### src/rtl/ram_port_arbiter_pkg.sv
// rtl/ram_port_arbiter_pkg.sv - shared types and default widths for the RAM port arbiter
package ram_port_arbiter_pkg;

  typedef enum logic [1:0] {
    REQ_NONE = 2'd0,
    REQ_B    = 2'd1,
    REQ_C    = 2'd2,
    REQ_D    = 2'd3
  } req_id_t;

  localparam int DEF_RAM_ADR_WIDTH = 6;
  localparam int DEF_DATA_WIDTH    = 16;

endpackage

### src/rtl/ram_port_arbiter_rr_pick2.sv
// rtl/ram_port_arbiter_rr_pick2.sv - two-input round-robin picker, tie goes to the side opposite rr_last
module rr_pick2 (
  input  logic clk,
  input  logic rst_n,
  input  logic ce,
  input  logic upd_en,
  input  logic req_a,
  input  logic req_b,
  output logic gnt_a,
  output logic gnt_b
);

  // rr_last = 1 means side b was granted last
  logic rr_last;

  assign gnt_a = req_a && (!req_b || rr_last);
  assign gnt_b = req_b && (!req_a || !rr_last);

  always_ff @(posedge clk) begin
    if (!rst_n) begin
      rr_last <= 1'b1;
    end else if (ce && upd_en && (gnt_a || gnt_b)) begin
      rr_last <= gnt_b;
    end
  end

endmodule

### src/rtl/ram_port_arbiter.sv
// rtl/ram_port_arbiter.sv - shares one RAM port between boot loader, control unit and debug port
// Optional grant locking for C/D is enabled with macro ARB_LOCK_EN.
module ram_port_arbiter
  import ram_port_arbiter_pkg::*;
#(
  parameter int RAM_ADR_WIDTH = DEF_RAM_ADR_WIDTH,
  parameter int DATA_WIDTH    = DEF_DATA_WIDTH
) (
  input  logic                     clk,
  input  logic                     rst_n,
  input  logic                     ce,
  input  logic                     boot_mode,
  input  logic                     b_req,
  input  logic                     c_req,
  input  logic                     d_req,
  input  logic                     b_we,
  input  logic                     c_we,
  input  logic                     d_we,
  input  logic [RAM_ADR_WIDTH-1:0] b_adr,
  input  logic [RAM_ADR_WIDTH-1:0] c_adr,
  input  logic [RAM_ADR_WIDTH-1:0] d_adr,
  input  logic [DATA_WIDTH-1:0]    b_wdata,
  input  logic [DATA_WIDTH-1:0]    c_wdata,
  input  logic [DATA_WIDTH-1:0]    d_wdata,
  input  logic                     c_lock,
  input  logic                     d_lock,
  output logic                     b_gnt,
  output logic                     c_gnt,
  output logic                     d_gnt,
  output logic                     b_rvalid,
  output logic                     c_rvalid,
  output logic                     d_rvalid,
  output logic [DATA_WIDTH-1:0]    rdata,
  output logic [RAM_ADR_WIDTH-1:0] ram_adr,
  output logic [DATA_WIDTH-1:0]    ram_din,
  output logic                     ram_rw,
  output logic                     ram_enable,
  input  logic [DATA_WIDTH-1:0]    ram_dout
);

  logic    lock_c, lock_d;
  logic    c_elig, d_elig;
  req_id_t rd_owner, rd_next;

`ifdef ARB_LOCK_EN
  req_id_t lock_owner;

  assign lock_c = (lock_owner == REQ_C) && c_req && c_lock && !boot_mode;
  assign lock_d = (lock_owner == REQ_D) && d_req && d_lock;

  // A B grant leaves both C and D ungranted, which clears the lock here too
  always_ff @(posedge clk) begin
    if (!rst_n) begin
      lock_owner <= REQ_NONE;
    end else if (ce) begin
      if (c_gnt && c_lock)      lock_owner <= REQ_C;
      else if (d_gnt && d_lock) lock_owner <= REQ_D;
      else                      lock_owner <= REQ_NONE;
    end
  end
`else
  logic unused_lock;
  assign unused_lock = c_lock ^ d_lock;
  assign lock_c = 1'b0;
  assign lock_d = 1'b0;
`endif

  assign b_gnt  = ce && b_req;
  assign c_elig = ce && !b_req && !boot_mode && c_req && !lock_d;
  assign d_elig = ce && !b_req && d_req && !lock_c;

  rr_pick2 u_rr (
    .clk    (clk),
    .rst_n  (rst_n),
    .ce     (ce),
    .upd_en (!(lock_c || lock_d)),
    .req_a  (c_elig),
    .req_b  (d_elig),
    .gnt_a  (c_gnt),
    .gnt_b  (d_gnt)
  );

  assign ram_enable = b_gnt || c_gnt || d_gnt;
  assign rdata      = ram_dout;

  always_comb begin
    ram_adr = '0;
    ram_din = '0;
    ram_rw  = 1'b0;
    rd_next = REQ_NONE;
    if (b_gnt) begin
      ram_adr = b_adr;
      ram_din = b_wdata;
      ram_rw  = b_we;
      rd_next = b_we ? REQ_NONE : REQ_B;
    end else if (c_gnt) begin
      ram_adr = c_adr;
      ram_din = c_wdata;
      ram_rw  = c_we;
      rd_next = c_we ? REQ_NONE : REQ_C;
    end else if (d_gnt) begin
      ram_adr = d_adr;
      ram_din = d_wdata;
      ram_rw  = d_we;
      rd_next = d_we ? REQ_NONE : REQ_D;
    end
  end

  always_ff @(posedge clk) begin
    if (!rst_n) begin
      rd_owner <= REQ_NONE;
    end else if (ce) begin
      rd_owner <= rd_next;
    end
  end

  // Gated by rst_n so a read returning during reset never shows a strobe
  assign b_rvalid = rst_n && (rd_owner == REQ_B);
  assign c_rvalid = rst_n && (rd_owner == REQ_C);
  assign d_rvalid = rst_n && (rd_owner == REQ_D);

endmodule

### config.mk
export PLATFORM = sky130hd
export DESIGN_NAME = ram_port_arbiter
export DESIGN_NICKNAME = d
export VERILOG_FILES = /design/src/rtl/ram_port_arbiter_pkg.sv /design/src/rtl/ram_port_arbiter_rr_pick2.sv /design/src/rtl/ram_port_arbiter.sv
export SDC_FILE = /design/constraint.sdc
export NUM_CORES = 1
export LEC_CHECK = 0
export CAP_MARGIN = 20
export CORE_MARGIN = 2
export CORE_UTILIZATION = 20
export CTS_CLUSTER_DIAMETER = 120
export CTS_CLUSTER_SIZE = 14
export DETAILED_ROUTE_END_ITERATION = 10
export MAX_ROUTING_LAYER = met4
export PLACE_DENSITY = 0.77
export SLEW_MARGIN = 30
export SYNTH_ARGS = -nofsm -noshare
export SYNTH_HDL_FRONTEND = slang
export SYNTH_HIERARCHICAL = 1
export SYNTH_SLANG_ARGS = --single-unit
### constraint.sdc
create_clock -name clk -period 1.4 [get_ports clk]
set_input_delay 0.14 -clock clk [delete_from_list [all_inputs] [get_ports clk]]
set_output_delay 0.14 -clock clk [all_outputs]
set_load 0.01 [all_outputs]
# Word-level counts from Yosys, hierarchy flattened
# Cells that the tools add are included.
dict set report totals {
  out_inout_bits 46
  elab_cells 41
  inputBits 94
  reg_bits 3
}
dict set report op_classes {
  muxes 15
  n_eq_ne 3
  n_reduce_logical 21
}
# operator count
set ops {}
lappend ops {{16-bit 2-to-1 mux} 3}
lappend ops {{6-bit 2-to-1 mux} 3}
lappend ops {{1-bit logical AND} 11}
lappend ops {{2-bit 2-to-1 mux} 5}
lappend ops {{1-bit zero test} 5}
lappend ops {{1-bit logical OR} 5}
lappend ops {{2-bit equality test, second input constant} 2}
lappend ops {{1-bit 2-to-1 mux} 4}
lappend ops {{2-bit by 1-bit equality test with 1-bit output, second input constant} 1}

# Depth between registers and ports, before layout
dict set report depth {
  word_depth 10
  depth_mapped 7
}

# Modules after synthesis
# Netlist, hierarchy kept.
# module area_per_inst_um2 cells_per_inst seq_area_each_um2 n_inst
set modules_own_cells {}
lappend modules_own_cells {ram_port_arbiter 797.0 119 40.0 1}
lappend modules_own_cells {rr_pick2 65.1 7 20.0 1}

# Least setup slack after synthesis
# No wires, ideal clock.
dict set report synth_timing {
  kind {input port to output port}
  start {input boot_mode}
  end {output ram_rw}
  n_path_buf 2
  path_stages 6
  required_ns 1.260
  path_slack_ns -0.320
  t_arrival_ns 1.580
  path_cell_list {and4bb_2 -> a21boi_0 -> buf_6 -> buf_2 -> a21oi_1 -> o21ai_0}
}
dict set report synth_via {
  elab_cells_between_ends 10
  classes_between {mux: 3; reduce/logical: 7}
}
# element line
set synth_rtl {}
lappend synth_rtl {{start: declaration} ram_port_arbiter.sv:12} ;# input logic boot_mode,
lappend synth_rtl {{1-bit zero test} ram_port_arbiter.sv:69} ;# assign c_elig = ce && !b_req && !boot_mode && c_req && !lock_d;
lappend synth_rtl {{1-bit logical AND (2 in a row)} ram_port_arbiter.sv:69}
lappend synth_rtl {{1-bit logical AND} ram_port_arbiter_rr_pick2.sv:16} ;# assign gnt_a = req_a && (!req_b || rr_last);
lappend synth_rtl {{named net c_gnt} ram_port_arbiter.sv:28} ;# output logic c_gnt,
lappend synth_rtl {{1-bit 2-to-1 mux} ram_port_arbiter.sv:96} ;# end else if (c_gnt) begin
lappend synth_rtl {{1-bit 2-to-1 mux} ram_port_arbiter.sv:91} ;# if (b_gnt) begin
lappend synth_rtl {{end: declaration} ram_port_arbiter.sv:36} ;# output logic ram_rw,
# The timed path passes the listed nets, and every way through them passes these cells.

# Worst setup path in the final report
dict set report layout_timing {
  start {input b_req}
  end {output ram_din[10]}
}
dict set report layout_via {
  elab_cells_between_ends 15
  classes_between {mux: 3; reduce/logical: 12}
}
# element line
set layout_rtl {}
lappend layout_rtl {{start: declaration} ram_port_arbiter.sv:13} ;# input logic b_req,
lappend layout_rtl {{1-bit zero test *} ram_port_arbiter.sv:70} ;# assign d_elig = ce && !b_req && d_req && !lock_c;
lappend layout_rtl {{1-bit logical AND * (2 in a row)} ram_port_arbiter.sv:70}
lappend layout_rtl {{named net d_elig} ram_port_arbiter.sv:42} ;# logic c_elig, d_elig;
lappend layout_rtl {{1-bit zero test} ram_port_arbiter_rr_pick2.sv:16}
lappend layout_rtl {{1-bit logical OR} ram_port_arbiter_rr_pick2.sv:16}
lappend layout_rtl {{1-bit logical AND} ram_port_arbiter_rr_pick2.sv:16}
lappend layout_rtl {{16-bit 2-to-1 mux *} ram_port_arbiter.sv:96}
lappend layout_rtl {{16-bit 2-to-1 mux *} ram_port_arbiter.sv:91}
lappend layout_rtl {{end: declaration} ram_port_arbiter.sv:35} ;# output logic [DATA_WIDTH-1:0] ram_din,
# Mark *: on every way through the listed nets, which the timed path passes. The rest lies on a longest branch.

==> impl_metrics.json <==
{
  "fin_cells": 292,
  "drc": 0,
  "fin_crit_sh_pct": 119,
  "dp.cells": 271,
  "viasPerCell": 4.59,
  "fmax_mhz": 599,
  "r2r_slack_ps": 90,
  "critPathLaunch": "b_req",
  "cts_max_level": 1,
  "rsz0062_at_grt": "yes",
  "area_growth_syn_to_layout_pct": 156,
  "violations": "negative setup slack",
  "netlist_instances": 126,
  "fp.dieW_um": 69.7,
  "drt_iter0_drc": 16,
  "yosysSeqAreaShare_pct": 6.97,
  "whs_ps": 247,
  "port_buffers": 105,
  "power_frac_comb_pct": 60.3,
  "fin_skew_ps": 2.04,
  "n_fill_cell": 419,
  "grt_pass1_vias": 1408,
  "placementRows": 23,
  "p_int_mw": 0.622,
  "hold_path_class": "primary input to flip-flop",
  "io-pin-count": 140,
  "fin_ws_ps": -270,
  "grt_pass1_wl_um": 6360,
  "cts_made_buffers": 3,
  "grt_max_degree": 24,
  "hp-start": "ce",
  "maxSlewViolCount": 0,
  "netlist_area_um2": 862,
  "drv_cap": 0,
  "globalRouteTotalUtil_pct": 16.3,
  "final.min_clock_period_ps": 1670,
  "place.gp.congestion": 0.815,
  "pwr-share-seq_pct": 10.2,
  "antenna_found_initial": 0,
  "finalSetupViolations": 24,
  "die_h_um": 69.7,
  "pwr_density_cell_nw_per_um2": 399,
  "clockPowerShare_pct": 29.5,
  "critical_path_class": "primary input to primary output",
  "coreArea_um2": 4090,
  "initial_core_util_pct": 21.1,
  "wirelength_um": 3910,
  "first_pass_iters": 4,
  "worstPathArrival_ps": 1530,
  "clk_latency_ps": 220,
  "overflow": 0,
  "crit_fanout": 4,
  "netSwitchingPower_mw": 0.260,
  "antenna_cells": 0,
  "cts-root-buf": "clkbuf_8",
  "drive_above_1_share_pct": 46.3,
  "r2r_start": "u_rr/rr_last$_SDFFE_PN1P_",
  "hold_viol_final": 0,
  "ys_types": 28,
  "ys_ff_latch": 3,
  "crit_required_ps": 1260,
  "crit_path_end_kind": "primary output",
  "p_sw_share_pct": 29.5,
  "status": "complete, but fails checks",
  "p_leak_nw": 0.931,
  "vias": 1339,
  "clk_pin_slew_ps": 30,
  "postCtsHoldBufs": 0,
  "synth_warnings": 6,
  "cts_buffer_depth": 2,
  "vdd_ir_drop_max_uv": 294,
  "cts_num_sinks": 3,
  "hpwl_um": 2830,
  "ant_nets": 0,
  "postSynthAreaPerCell_um2": 6.84,
  "die_area_um2": 4850,
  "wire_per_inst_um": 13.4,
  "start_kind": "primary input",
  "num-nets-final": 337,
  "cts_tree": "yes"
}
==> power by group through the flow <==
stage,Clock (mW),Sequential (mW),Combinational (mW)
2_1_floorplan,0,0.0920,0.219
3_3_place_gp,0,0.0924,0.521
3_5_place_dp,0,0.0926,0.525
4_1_cts,0.268,0.0898,0.532
5_1_grt,0.278,0.0902,0.575
6_report,0.260,0.0899,0.532
==> stage by stage <==
| step | total power, mW | instance area [µm²] | util (%) | TNS (ps) | setup WS [ps] |
|---|---|---|---|---|---|
| final | 0.882 | 2210 | 54.1 | -5140 | -270 |
| after global routing | 0.944 | 2210 | 54.1 | -7150 | -359 |
| after CTS | 0.890 | 2210 | 54.2 | -6410 | -324 |
| after detailed placement | 0.618 | 2010 | 49.1 | -25550 | -1010 |
| after global placement | 0.614 | 2010 | 49.1 | -25180 | -979 |
| after floorplan | 0.311 | 957 | - | -310 | -23.1 |
==> state kept, by name, summed over array words and instances (netlist names) <==
name,flops
rd_owner,2
u_rr/rr_last,1
==> layout by cell type (no fill, tap or decap), drive strengths merged <==
cell	n
a22oi	22
and4bb	1
and4	1
a21boi	2
buf	60
nor2	2
inv	2
dfxtp	3
nand3b	2
nor2b	1
clkdlybuf4s50	70
and3b	2
and2	1
a31oi	1
clkbuf	6
or3	1
and3	1
dlygate4sd2	5
nand2	26
a21oi	3
o21ai	27
nor3b	1
conb	2
==> cell families (layout without fill, tap and decap cells) <==
kind of cell    Yosys count  count (layout)  share of synthesized area (%)
simple gates             39              39                           23.8
compound gates           55              55                           42.5
buf+inv                  28             143                           26.3
other cells               1               2                          0.435
flops                     3               3                           6.97
==> area by class of cell <==
class	instances	area, µm²	area share [%]
Sequential cell	3	63.8	2.89
Clock buffer	4	45.0	2.04
Tap cell	50	62.6	2.83
Timing Repair Buffer	137	1290	58.3
Inverter	2	7.51	0.340
Multi-Input combinational cell	96	743	33.6
==> critical path: stages <==
cell and delay [ps]:
buf_6 90, and3b_2 260, buf_6 100, a21boi_4 170, nor2b_4 230, buf_6 130
clkbuf_16 130, a22oi_2 50, o21ai_2 100, buf_2 140
==> synth_stat cells <==
cell type | n | area (µm²)
nand2_1 | 26 | 97.6
a22oi_1 | 22 | 165
buf_4 | 19 | 143
o21ai_1 | 13 | 65.1
o21ai_2 | 8 | 70.1
o21ai_0 | 6 | 30.0
a21oi_1 | 3 | 15.0
dfxtp_1 | 3 | 60.1
a21boi_0 | 2 | 15.0
buf_2 | 2 | 10.0
buf_8 | 2 | 30.0
inv_1 | 2 | 7.51
nand3b_1 | 2 | 15.0
nor2_1 | 2 | 7.51
a31oi_1 | 1 | 6.26
and2_4 | 1 | 8.76
and3_1 | 1 | 6.26
and3b_1 | 1 | 8.76
and3b_2 | 1 | 10.0
and4_4 | 1 | 11.3
and4bb_2 | 1 | 12.5
buf_12 | 1 | 20.0
buf_6 | 1 | 11.3
clkbuf_2 | 1 | 5.00
conb_1 | 1 | 3.75
nor2b_4 | 1 | 13.8
nor3b_1 | 1 | 7.51
or3_1 | 1 | 6.26
==> metal layers <==
metal / vias to the layer above / GRT usage (%) / routed length [µm]
met5: - / - / 0
li1: 676 / - / -
met3: 10 / 1.89 / 288
met1: 591 / 16.9 / 1390
met4: 0 / 6.20 / 74
met2: 62 / 31.1 / 2150
==> path summary, 6_finish.rpt <==
path / cells after the start / endpoint
min reg2reg: 2 / rd_owner[1]$_SDFFE_PN0P_
min: 3 / rd_owner[0]$_SDFFE_PN0P_
max reg2reg: 8 / rd_owner[1]$_SDFFE_PN0P_
max: 10 / ram_din[10]
==> what timing repair did <==
action / in CTS / in global routing
gates cloned: 1 / 1
resized for setup: 158 / 11
pin swaps: 14 / 20
buffers inserted: 19 / 2
endpoints found under the setup margin: 32 / 26
(Power assumes the default switching activity.)
